`src/rtl/eq_ctrl_pkg.sv`:
```
// Shared types and constants for the serial equality controller.
package eq_ctrl_pkg;

    localparam int EQ_DEFAULT_WIDTH = 8;

    typedef enum logic [1:0] {
        IDLE = 2'd0,
        CMP  = 2'd1,
        DONE = 2'd2
    } eq_state_t;

endpackage

```
`src/rtl/eq1.sv`:
```
// Single-bit equality comparator.
module eq1 (
    input  logic x,
    input  logic y,
    output logic eq
);

    assign eq = ~(x ^ y);

endmodule

```
`src/rtl/eq_serial_ctrl.sv`:
```
// Bit-serial A==B comparator: one bit pair per cycle, LSB first, stops at the first mismatch.
//
// state | meaning
// IDLE  | waiting for a start handshake, start_ready=1
// CMP   | comparing bit cnt of the captured operands
// DONE  | result held on res_eq/res_idx until res_ready
module eq_serial_ctrl
    import eq_ctrl_pkg::*;
#(
    parameter int WIDTH = EQ_DEFAULT_WIDTH,
    parameter int IDXW  = $clog2(WIDTH)
) (
    input  logic             clk,
    input  logic             reset,
    input  logic             start_valid,
    output logic             start_ready,
    input  logic [WIDTH-1:0] a,
    input  logic [WIDTH-1:0] b,
    output logic             res_valid,
    input  logic             res_ready,
    output logic             res_eq,
    output logic [IDXW-1:0]  res_idx,
    output logic             busy
);

    localparam logic [IDXW-1:0] LAST_IDX = IDXW'(WIDTH - 1);

    eq_state_t        state;
    logic [WIDTH-1:0] sa;
    logic [WIDTH-1:0] sb;
    logic [IDXW-1:0]  cnt;
    logic             bit_eq;

    // Operands shift right each CMP cycle, so bit 0 always holds index cnt.
    eq1 u_eq1 (
        .x  (sa[0]),
        .y  (sb[0]),
        .eq (bit_eq)
    );

    always_ff @(posedge clk) begin
        if (reset) begin
            state       <= IDLE;
            cnt         <= '0;
            sa          <= '0;
            sb          <= '0;
            res_eq      <= 1'b0;
            res_idx     <= '0;
            start_ready <= 1'b1;
            res_valid   <= 1'b0;
            busy        <= 1'b0;
        end else begin
            case (state)
                IDLE: begin
                    if (start_valid) begin
                        sa          <= a;
                        sb          <= b;
                        cnt         <= '0;
                        state       <= CMP;
                        start_ready <= 1'b0;
                        busy        <= 1'b1;
                    end
                end
                CMP: begin
                    if (!bit_eq) begin
                        res_eq    <= 1'b0;
                        res_idx   <= cnt;
                        state     <= DONE;
                        res_valid <= 1'b1;
                    end else if (cnt == LAST_IDX) begin
                        res_eq    <= 1'b1;
                        res_idx   <= '0;
                        state     <= DONE;
                        res_valid <= 1'b1;
                    end else begin
                        cnt <= cnt + 1'b1;
                        sa  <= sa >> 1;
                        sb  <= sb >> 1;
                    end
                end
                DONE: begin
                    if (res_ready) begin
                        cnt         <= '0;
                        state       <= IDLE;
                        res_valid   <= 1'b0;
                        start_ready <= 1'b1;
                        busy        <= 1'b0;
                    end
                end
                default: begin
                    state       <= IDLE;
                    cnt         <= '0;
                    res_valid   <= 1'b0;
                    start_ready <= 1'b1;
                    busy        <= 1'b0;
                end
            endcase
        end
    end

endmodule

```
`config.mk`:
```
export PLATFORM = sky130hd
export DESIGN_NAME = eq_serial_ctrl
export DESIGN_NICKNAME = d
export VERILOG_FILES = /design/src/rtl/eq_ctrl_pkg.sv /design/src/rtl/eq1.sv /design/src/rtl/eq_serial_ctrl.sv
export SDC_FILE = /design/constraint.sdc
export NUM_CORES = 1
export LEC_CHECK = 0
export BUFFER_PORTS_ARGS = -buffer_cell sky130_fd_sc_hd__buf_2
export CORE_ASPECT_RATIO = 0.75
export CORE_UTILIZATION = 30
export CTS_CLUSTER_DIAMETER = 100
export DETAILED_ROUTE_END_ITERATION = 8
export PLACE_DENSITY = 0.56
export SYNTH_ARGS = -nofsm -noshare
export SYNTH_HDL_FRONTEND = slang
export SYNTH_SLANG_ARGS = --single-unit
export TNS_END_PERCENT = 30
```
`constraint.sdc`:
```
create_clock -name clk -period 2.23 [get_ports clk]
set_clock_uncertainty 0.2 [all_clocks]
set_input_delay 0.446 -clock clk [delete_from_list [all_inputs] [get_ports clk]]
set_output_delay 0.446 -clock clk [all_outputs]
set_load 0.01 [all_outputs]
```
# [Word-level counts from Yosys, hierarchy flattened]
# Index checks and enable logic that the tools add are counted.
[totals] register_bits=28 in_bits=20 output_inout_bits=7 wordCells=60
[op_classes] addsub=1 eq_ne=8 muxes=30 bitwise=3 reduce_logical=9
[ops] operator="2-to-1 mux 8 bit" n=6
[ops] operator="case mux 8 bit (2 select lines)" n=2
[ops] operator="2-to-1 mux 3 bit" n=6
[ops] operator="case mux 1 bit (3 select lines)" n=3
[ops] operator="case mux 3 bit (3 select lines)" n=1
[ops] operator="AND reduction 3 bit" n=3
[ops] operator="2-to-1 mux 2 bit" n=4
[ops] operator="inequality test 2 bit (second input constant)" n=4
[ops] operator="AND reduction 4 bit" n=2
[ops] operator="2-to-1 mux 1 bit" n=7
[ops] operator="case mux 2 bit (3 select lines)" n=1
[ops] operator="nonzero test 2 bit" n=2
[ops] operator="adder 3 x 1 -> 3 bit (second input constant)" n=1
[ops] operator="== test 3 bit (second input constant)" n=1
[ops] operator="inequality test 3 bit (second input constant)" n=1
[ops] operator="== test 2 x 1 -> 1 bit (second input constant)" n=1
[ops] operator="== test 2 bit (second input constant)" n=1
[ops] operator="logical NOT 2 bit" n=1
[ops] operator="NOT 1 bit" n=2
[ops] operator="AND reduction 2 bit" n=1
[ops] operator="bitwise XOR 1 bit" n=1

# [Logic depth before layout (Yosys ltp)]
[logic_depth] word_depth=4 ltp_mapped=8 mapped_depth_nobuf=6

# [Cells and area by module]
# Synthesis repeated with hierarchy kept, for this count alone.
[unflattened] hier_cells=128 area_unflattened_um2=1315.0
[modules_own_cells] mod="eq_serial_ctrl" instances=1 cells_per_inst=127 area_per_inst_um2=1306.3 seq_area_each_um2=560.5
[modules_own_cells] mod="eq1" instances=1 cells_per_inst=1 area_per_inst_um2=8.8 seq_area_each_um2=0.0

# [Least setup slack after synthesis]
# Ideal clock, no wire load.
[synth_path] path_kind="register -> register" from="register cnt[0]" to="register sa[1]" setup_ns=0.081 arrival_time_ns=1.375 required_ns=1.949 setup_slack_ns=0.574 stages_incl_launch_ff=9 path_buffers=2 synth_period_minus_slack_ns=1.656 path_cell_list="dfxtp_1 > ha_1 > ha_1 > inv_1 > a31o_1 > buf_6 > buf_8 > nor2_1 > a211oi_2"
[synth_via] elab_chain_cells=3
[synth_rtl] element="start, declared" line_no="eq_serial_ctrl.sv:31" source="logic [IDXW-1:0] cnt;"
[synth_rtl] element="start signal, assigned" line_no="eq_serial_ctrl.sv:76" source="cnt <= cnt + 1'b1;"
[synth_rtl] element="== test 3 bit" line_no="eq_serial_ctrl.sv:70" source="end else if (cnt == LAST_IDX) begin"
[synth_rtl] element="inequality test 2 bit (no source line)"
[synth_rtl] element="AND reduction 4 bit (no source line)"
[synth_rtl] element="end signal, assigned" line_no="eq_serial_ctrl.sv:77" source="sa <= sa >> 1;"
[synth_rtl] element="end, declared" line_no="eq_serial_ctrl.sv:29" source="logic [WIDTH-1:0] sa;"
# No other way between the ends.
# A chain may end at the register's enable or synchronous reset.

# [Final worst setup path]
[layout_path] from="register cnt[0]" to="register sa[2]"
# Same word-level chain as after synthesis.

==> results.json <==
{
  "fin_crit_ns": 1.81,
  "synthTopCellsByArea": "dfxtp_1, a211oi_2, mux2i_1, nor2_1, a21oi_1",
  "synth_area_sq_um": 1300,
  "timing.final.hold_violations": 0,
  "r2r_cells": 7,
  "leakage_nw": 0.613,
  "ys_ff_latch": 28,
  "synth_top_family_by_area": "compound AO/OA/AOI/OAI gates",
  "clk_pin_slew_ns": 0.09,
  "htree_levels": 1,
  "cts_resized": 0,
  "dp_hpwl_mm": 1.93,
  "synthMuxAreaShare_pct": 10.7,
  "drt-total-wl_mm": 2.54,
  "power.internal_w": 0.000848,
  "max_freq_mhz": 552,
  "dr.pass1.iters": 4,
  "gp_congestion": 0.846,
  "area_growth_pct": 17.8,
  "critPathKind": "reg -> reg",
  "row_count": 20,
  "ant_nets": 0,
  "postCtsHoldBufs": 0,
  "ff_latch_area_sq_um": 561,
  "finalSetupTns_ns": 0,
  "start_kind": "register",
  "synth-adder-area-share_pct": 1.92,
  "fp.dieH_um": 59.1,
  "finalInstanceArea_sq_um": 1540,
  "yosys.area_share.xor_xnor_pct": 1.34,
  "max_stage_delay_ns": 0.36,
  "syn_avg_cell_area_sq_um": 10.2,
  "drt_iter0_drc": 40,
  "layout-drive-gt1-share_pct": 34.4,
  "yosysSeqAreaShare_pct": 43.0,
  "port_buffers": 26,
  "yosysTopAreaCell": "dfxtp_1",
  "seq_power_share_pct": 49.5,
  "p_per_area_nw_per_um2": 803,
  "crit_fanout": 28,
  "antenna_found_initial": 0,
  "hold_class": "in -> reg",
  "place_area_sq_um": 1490,
  "power.switching_w": 0.000384,
  "final_max_slew_viol_count": 0,
  "grt.overflow.total": 0,
  "root_buffer": "clkbuf_8",
  "cp_common_cell": "ha_1",
  "ys.flop_type": "dfxtp_1",
  "grt_usage_pct": 12.3,
  "drcViolationCount": 0,
  "max_slew.worst_pin.slew_ns": 0.341,
  "p_clk_share_pct": 22.1,
  "multi_input_area_sq_um": 673,
  "yosysWarnings": 0,
  "insertedDiodeCount": 0,
  "netlist_instances": 128,
  "cts_buffers": 3,
  "vias": 996,
  "status": "completed",
  "fillCellCount": 420,
  "core_sq_um": 4100,
  "period_share_pct": 81.2,
  "postCtsSetupBuffers": 0,
  "synth_edf_count": 0,
  "relSlewSlack_pct": 77.0,
  "switching_share_pct": 31.2,
  "die_w_um": 78.1,
  "synth_nets": 150,
  "maxCapViolations": 0,
  "async_reset_ff_share_pct": 0,
  "grt_pass1_vias": 977,
  "clock_latency_ns": 0.28,
  "synth_top_area_share_pct": 43.0,
  "synth_cell_types": 31,
  "ctsLongestPathBuffers": 2,
  "crit_path_end_kind": "register",
  "initial_core_util_pct": 31.8,
  "wl_per_cell_um": 12.2,
  "ios": 27,
  "synth-simple-area-share_pct": 14.7,
  "rsz0062_at_grt": "no",
  "cts_tree": "yes",
  "slowest_stage": "dfxtp_1",
  "die_area_sq_um": 4620,
  "setup_viol": 0,
  "combPwrFrac_pct": 28.5,
  "hold_depth": 3,
  "grt_pass1_wl_mm": 4.31,
  "cts.sinks": 28,
  "worstPathArrival_ns": 1.81,
  "synth_compound_area_share_pct": 22.9,
  "critPathRequiredTime_ns": 2.23,
  "vdd_drop_max_uv": 260,
  "worstPathCellList": "ha_1, ha_1, inv_1, a31o_1, buf_12, nor2_1, a211oi_2",
  "vias_per_cell": 4.77,
  "grt_start_max_net_pins": 29,
  "finalNetCount": 178
}
## sequential cells by signal (all words and copies together), names as in the netlist
name,count
sb,8
res_valid,1
res_idx,3
busy,1
res_eq,1
start_ready,1
sa,8
cnt,3
state,2
## cells in the mapped netlist (all sizes together), types with 3 or more instances
library cell,number
dfxtp,28
nor2,20
a21oi,9
inv,3
a22o,3
mux2i,14
nand3b,3
nor2b,3
nand2,3
o21ai,3
buf,5
clkbuf,3
a211oi,15
## layout make-up
class | instances | share of cell area, %
Inverter | 3 | 0.733
Multi-Input combinational cell | 89 | 43.8
Sequential cell | 28 | 36.5
Clock buffer | 3 | 2.69
Tap cell | 55 | 4.48
Timing Repair Buffer | 31 | 11.7
## routing by layer
layer | vias up | part of all wire [%] | global-route usage, %
li1 | 509 | - | -
met1 | 456 | 48 | 15.4
met2 | 24 | 45 | 19.5
met3 | 7 | 4.4 | 2.62
met4 | 0 | 2.5 | 7.41
met5 | - | 0 | 0
## cell families after synthesis
logic type / count (synthesis)
and+or+nand+nor: 37
AOI/OAI and AO/OA: 34
DFF: 28
muxes: 14
buffers and inverters: 11
xor gates and xnor gates: 2
adders and majority gates: 2
## through the flow
| stage | setup WS, ns | total power [W] | hold slack [ns] | utilization (%) | std cells |
|---|---|---|---|---|---|
| after floorplan | 0.574 | 0.000903 | 0.265 | - | 128 |
| after global placement | 0.522 | 0.000958 | 0.270 | 36.4 | 206 |
| after detailed placement | 0.454 | 0.000976 | 0.257 | 36.4 | 206 |
| after CTS | 0.428 | 0.00124 | 0.218 | 37.4 | 209 |
| after global routing | 0.287 | 0.00130 | 0.220 | 37.4 | 209 |
| final | 0.419 | 0.00123 | 0.219 | 37.4 | 209 |
## critical path: cells and delay by family, from the launching register on
| family | cells | cell delay [ns] |
|---|---|---|
| buf+inv | 2 | 0.29 |
| simple gates | 1 | 0.07 |
| flops | 1 | 0.36 |
| fa+ha+maj | 2 | 0.42 |
| compound gates | 2 | 0.38 |
## power by group through the flow
stage          Clock, W  Sequential (W)  Combinational [W]
6_report       0.000272        0.000610           0.000351
5_1_grt        0.000296        0.000619           0.000389
2_1_floorplan         0        0.000614           0.000289
4_1_cts        0.000278        0.000610           0.000356
3_5_place_dp          0        0.000621           0.000355
3_3_place_gp          0        0.000616           0.000342
## layout by cell type (no fill, tap or decap), types with 2 or more instances in the layout
cell type,n
a211oi_2,14
a21oi_1,9
a22o_1,3
a22oi_1,2
buf_2,26
buf_4,4
clkbuf_8,3
dfxtp_1,28
ha_1,2
inv_1,3
mux2i_1,14
nand2_1,3
nand2b_1,2
nand3_1,2
nand3b_1,3
nor2_1,18
nor2_2,2
nor2b_1,2
o21ai_0,2
## worst paths after layout
check	startpoint	to	slack (ns)
hold reg to reg	res_valid	res_valid	0.28
hold / removal	b[7]	sb[7]	0.22
setup reg to reg	cnt[0]	sa[2]	0.42
setup / recovery	cnt[0]	sa[2]	0.42
Power figures use the tool's default switching activity.
